`src/rtl/maxpool2d_stream.sv`:
```
// Streaming 2x2 stride-2 max-pool over raster-order packed-channel pixels, half-width line buffer.
// Optional fused ReLU on signed samples when MAXPOOL_RELU_EN is defined.
module maxpool2d_stream #(
  parameter int unsigned DATA_W   = 8,
  parameter int unsigned CHANNELS = 2,
  parameter int unsigned IN_W     = 6,
  parameter int unsigned IN_H     = 6,
  parameter int unsigned SIGNED   = 0
) (
  input  logic                       clk,
  input  logic                       reset,
  input  logic                       clear,
  input  logic [CHANNELS*DATA_W-1:0] in_data,
  input  logic                       in_valid,
  output logic [CHANNELS*DATA_W-1:0] out_data,
  output logic                       out_valid,
  output logic                       out_last,
  output logic                       frame_done
);

  localparam int unsigned W  = CHANNELS * DATA_W;
  localparam int unsigned OW = IN_W / 2;
  localparam int unsigned OH = IN_H / 2;
  localparam int unsigned CW = $clog2(IN_W);
  localparam int unsigned RW = $clog2(IN_H);
  localparam int unsigned LW = (OW > 1) ? $clog2(OW) : 1;

  logic [CW-1:0] col;
  logic [RW-1:0] row;
  logic [W-1:0]  hreg;
  logic [W-1:0]  linebuf [OW];

  // Per-channel maximum, signedness chosen by parameter.
  function automatic logic [W-1:0] pmax(input logic [W-1:0] a, input logic [W-1:0] b);
    logic [W-1:0]      r;
    logic [DATA_W-1:0] x;
    logic [DATA_W-1:0] y;
    logic              gt;
    r = '0;
    for (int k = 0; k < int'(CHANNELS); k++) begin
      x = a[k*DATA_W +: DATA_W];
      y = b[k*DATA_W +: DATA_W];
      if (SIGNED != 0) gt = $signed(x) > $signed(y);
      else             gt = x > y;
      r[k*DATA_W +: DATA_W] = gt ? x : y;
    end
    return r;
  endfunction

  function automatic logic [W-1:0] relu(input logic [W-1:0] a);
    logic [W-1:0] r;
    r = a;
`ifdef MAXPOOL_RELU_EN
    for (int k = 0; k < int'(CHANNELS); k++) begin
      if (SIGNED != 0 && a[k*DATA_W + DATA_W - 1]) r[k*DATA_W +: DATA_W] = '0;
    end
`endif
    return r;
  endfunction

  logic          last_col;
  logic          last_row;
  logic          win_col;
  logic          win_row;
  logic [LW-1:0] lb_idx;
  logic [W-1:0]  pair_max;
  logic [W-1:0]  pool_val;

  assign last_col = (col == CW'(IN_W - 1));
  assign last_row = (row == RW'(IN_H - 1));
  assign win_col  = col[0] && (32'(col) < 2 * OW);
  assign win_row  = row[0] && (32'(row) < 2 * OH);
  assign lb_idx   = LW'(col >> 1);
  assign pair_max = pmax(hreg, in_data);
  assign pool_val = relu(pmax(pair_max, linebuf[lb_idx]));

  // Position counters, horizontal holding register and registered outputs.
  always_ff @(posedge clk or posedge reset) begin
    if (reset) begin
      col        <= '0;
      row        <= '0;
      hreg       <= '0;
      out_data   <= '0;
      out_valid  <= 1'b0;
      out_last   <= 1'b0;
      frame_done <= 1'b0;
    end else begin
      out_valid  <= 1'b0;
      out_last   <= 1'b0;
      frame_done <= 1'b0;
      if (clear) begin
        col <= '0;
        row <= '0;
      end else if (in_valid) begin
        if (last_col) begin
          col <= '0;
          row <= last_row ? '0 : row + RW'(1);
        end else begin
          col <= col + CW'(1);
        end
        if (!col[0]) hreg <= in_data;
        if (win_col && win_row) begin
          out_data  <= pool_val;
          out_valid <= 1'b1;
          out_last  <= (row == RW'(2 * OH - 1)) && (col == CW'(2 * OW - 1));
        end
        frame_done <= last_col && last_row;
      end
    end
  end

  // Line buffer is always written on the even row before the odd row reads it.
  always_ff @(posedge clk) begin
    if (!clear && in_valid && win_col && !row[0]) linebuf[lb_idx] <= pair_max;
  end

endmodule

```
`config.mk`:
```
export PLATFORM = sky130hd
export DESIGN_NAME = maxpool2d_stream
export DESIGN_NICKNAME = d
export VERILOG_FILES = /design/src/rtl/maxpool2d_stream.sv
export SDC_FILE = /design/constraint.sdc
export NUM_CORES = 1
export LEC_CHECK = 0
export BUFFER_PORTS_ARGS = -buffer_cell sky130_fd_sc_hd__buf_2
export CORE_MARGIN = 2
export CORE_UTILIZATION = 54
export DETAILED_ROUTE_END_ITERATION = 8
export MAX_ROUTING_LAYER = met4
export PLACE_DENSITY_LB_ADDON = 0.05
export SETUP_SLACK_MARGIN = 0.02
export SLEW_MARGIN = 20
export SYNTH_ARGS = -nofsm -noshare
export SYNTH_HDL_FRONTEND = slang
export SYNTH_SLANG_ARGS = --single-unit
```
`constraint.sdc`:
```
create_clock -name clk -period 3.25 [get_ports clk]
set_input_delay 0.65 -clock clk [delete_from_list [all_inputs] [get_ports clk]]
set_output_delay 0.65 -clock clk [all_outputs]
set_load 0.005 [all_outputs]
```
==> out/results.tsv <==
stage	metric	value	unit
outcome	status	complete, no violations	
logic_synthesis	synth_edf_count	48	
power	switchingPower	916	uW
floorplanning	coreArea	8090	um2
placement	pre_cts_ws	-0.432	ns
floorplanning	die-area	9010	um2
floorplanning	ios	39	
power	peakVddDrop	0.000344	V
finish	fin_nets	518	
worst_setup_path	start_kind	primary input	
timing	period_share	98.2	%
job	cap_violations	0	
routing	drt_iter0_drc	144	
finish	multi_input_area	2040	um2
routing	via_per_inst	5.43	
worst_setup_path	cp_data_required_time	3.48	ns
routing	drt-wirelength-per-cell	16.1	um
timing	slew_viol_final	0	
worst_setup_path	critPathMaxFanout	6	
worst_setup_path	criticalPathCategory	primary input to register	
power	p_clk_share	25.3	%
global_routing	grt_overflow	0	
timing	fin_setup_tns	0	ns
timing	fin_ws	0.0572	ns
placement	globalplace.congestion	0.777	
logic_synthesis	synth_nets	431	
logic_synthesis	ys_warn_count	0	
global_routing	grt_pass1_wl	14.9	mm
finish	diodes	0	
clock_tree	cts_sinks	89	
placement	io_buffers	38	
timing	final-hold-violation-count	0	
floorplanning	row_count	33	
clock_tree	cts-root-buf	clkbuf_8	
floorplanning	die_y	94.9	um
global_routing	grt_max_degree	28	
timing	rsz0062_at_grt	yes	
finish	fin_util	68.9	%
logic_synthesis	ys_types	47	
global_routing	grt_pass1_vias	3039	
timing	final_period_minus_worst_setup_slack	3.19	ns
finish	regArea	2470	um2
logic_synthesis	synthCells	379	
clock_tree	clk_latency	0.36	ns
power	p_comb_share	31.1	%
clock_tree	cts_tree	built	
floorplanning	dieWidth	94.9	um
logic_synthesis	ys_seq_area_share	55.3	%
power	p_leak	0.00244	uW
timing	relSlewSlack	45.8	%
logic_synthesis	async_flop_share	46.1	%
placement	hpwl	6.68	mm
power	power.internal	2130	uW
routing	ant_nets	0	
timing	timing.fmax	313	MHz
min_path	hold_path_class	primary input to asynchronous set/reset pin	
logic_synthesis	ys_seq_elements	89	
clock_tree	clk_path_buf_depth	2	
routing	routed_wl	9.26	mm
routing	drc	0	
finish	drive_above_1_share	34.6	%
clock_tree	path_clk_slew	0.09	ns
clock_tree	cts_buffers	9	
finish	area_growth	25.0	%
global_routing	antenna_found_initial	0	
timing	setup_viol	0	
power	switching_share	30.1	%
worst_setup_path	crit_arrival	3.42	ns
power	pwr-share-seq	43.5	%
timing	finClkSkew	0.0101	ns
logic_synthesis	synth_area	4460	um2
timing	worstMarginPinSlew	0.813	ns
global_routing	grtUsageTotal	22.7	%
routing	vias	3126	
logic_synthesis	synth-main-ff-cell	edfxtp_1	
worst_setup_path	end_kind	register	
logic_synthesis	avgSynthCellArea	11.8	um2
floorplanning	start_util	55.1	%
power	powerDensity	546	nW/um2
finish	nFillCells	642	
clock_tree	cts-htree-levels	3	
routing	firstDrtPassIters	4	
timing repair:
action	4_1_cts	5_1_grt
hold buffers	0	0
endpoints found under the setup margin	12	16
resized for setup	1	20
setup buffers	0	4
pin swaps	1	18
cell usage after synthesis, drive strengths merged (6+ instances only):
| library cell | number | area [um2] |
|---|---|---|
| a21oi | 35 | 179 |
| a221o | 10 | 100 |
| buf | 8 | 43.8 |
| clkbuf | 8 | 30.0 |
| dfrtp | 41 | 1030 |
| edfxtp | 48 | 1440 |
| ha | 32 | 400 |
| inv | 27 | 101 |
| mux2 | 20 | 229 |
| mux2i | 19 | 190 |
| nand2 | 27 | 104 |
| nor2 | 25 | 93.8 |
| nor3 | 13 | 65.1 |
| o211ai | 6 | 58.8 |
| o21ai | 19 | 98.8 |
metrics by stage:
step | std cells | hold slack [ns] | total power (uW) | instance area [um2]
2_1_floorplan | 379 | 0.480 | 1910 | 4630
3_3_place_gp | 556 | 0.485 | 2190 | 5250
3_5_place_dp | 556 | 0.490 | 2220 | 5250
4_1_cts | 572 | 0.516 | 2990 | 5450
5_1_grt | 576 | 0.409 | 3230 | 5580
6_report | 576 | 0.367 | 3050 | 5580
power by group through the flow:
stage | Clock, uW | Sequential (uW) | Combinational [uW]
2_1_floorplan | 0 | 1340 | 572
3_3_place_gp | 0 | 1350 | 838
3_5_place_dp | 0 | 1350 | 867
4_1_cts | 794 | 1330 | 874
5_1_grt | 838 | 1330 | 1060
6_report | 772 | 1330 | 949
critical path, stage by stage:
cell      delay, ns
buf_6          0.09
inv_8          0.03
ha_4           0.22
nor2b_4        0.11
o211a_1        0.23
o211ai_4       0.18
and2_4         0.22
mux2_4         0.33
ha_1           0.21
a211oi_1       0.22
nor2_1         0.09
or2_4          0.27
o21bai_4       0.20
nor2_4         0.06
a221o_1        0.31
cell families after synthesis:
group | after synthesis | share of synthesized area [%]
mux | 39 | 9.39
fa+ha+maj | 32 | 8.97
buf+inv | 43 | 3.92
compound gates | 83 | 12.3
flops | 89 | 55.3
simple gates | 91 | 9.76
xor+xnor | 2 | 0.393
registers in the layout, indices dropped and copies added (netlist names):
signal / cells
col: 3
frame_done: 1
hreg: 16
linebuf: 48
out_data: 16
out_last: 1
out_valid: 1
row: 3
cell type report:
class	instances	area share, %
Sequential cell	89	44.2
Multi-Input combinational cell	247	36.7
Timing Repair Buffer	92	11.1
Tap cell	105	2.36
Clock buffer	9	2.22
Inverter	27	2.09
Clock inverter	7	1.37
layout by cell type (no fill, tap or decap), types with 7 or more instances in the layout:
| master | n |
|---|---|
| a21oi_1 | 31 |
| a221o_1 | 10 |
| buf_2 | 37 |
| buf_4 | 52 |
| clkbuf_8 | 9 |
| dfrtp_1 | 41 |
| edfxtp_1 | 48 |
| ha_1 | 24 |
| ha_4 | 8 |
| inv_1 | 24 |
| mux2_2 | 13 |
| mux2_4 | 7 |
| mux2i_1 | 19 |
| nand2_1 | 25 |
| nor2_1 | 24 |
| nor3_1 | 9 |
| o21ai_0 | 12 |
path summary, 6_finish.rpt:
path,from,to,slack (ns),cells past startpoint
max in group asynchronous,reset,hreg[1],2.31,3
min,reset,hreg[14],0.37,2
min in group clk,out_data[11],out_data[11],0.51,1
min reg2reg,out_data[11],out_data[11],0.51,1
max,in_data[9],out_data[14],0.06,15
max reg2reg,hreg[9],out_data[14],0.06,13
routing by layer:
| metal | vias up | global-route usage [%] | share of wire (%) |
|---|---|---|---|
| li1 | 1575 | - | - |
| met3 | 11 | 4.39 | 4.7 |
| met2 | 59 | 33.4 | 45 |
| met1 | 1481 | 32.0 | 49 |
| met4 | 0 | 6.88 | 1.1 |
| met5 | - | - | 0 |
Note: power is estimated with default switching activity, not from simulation.
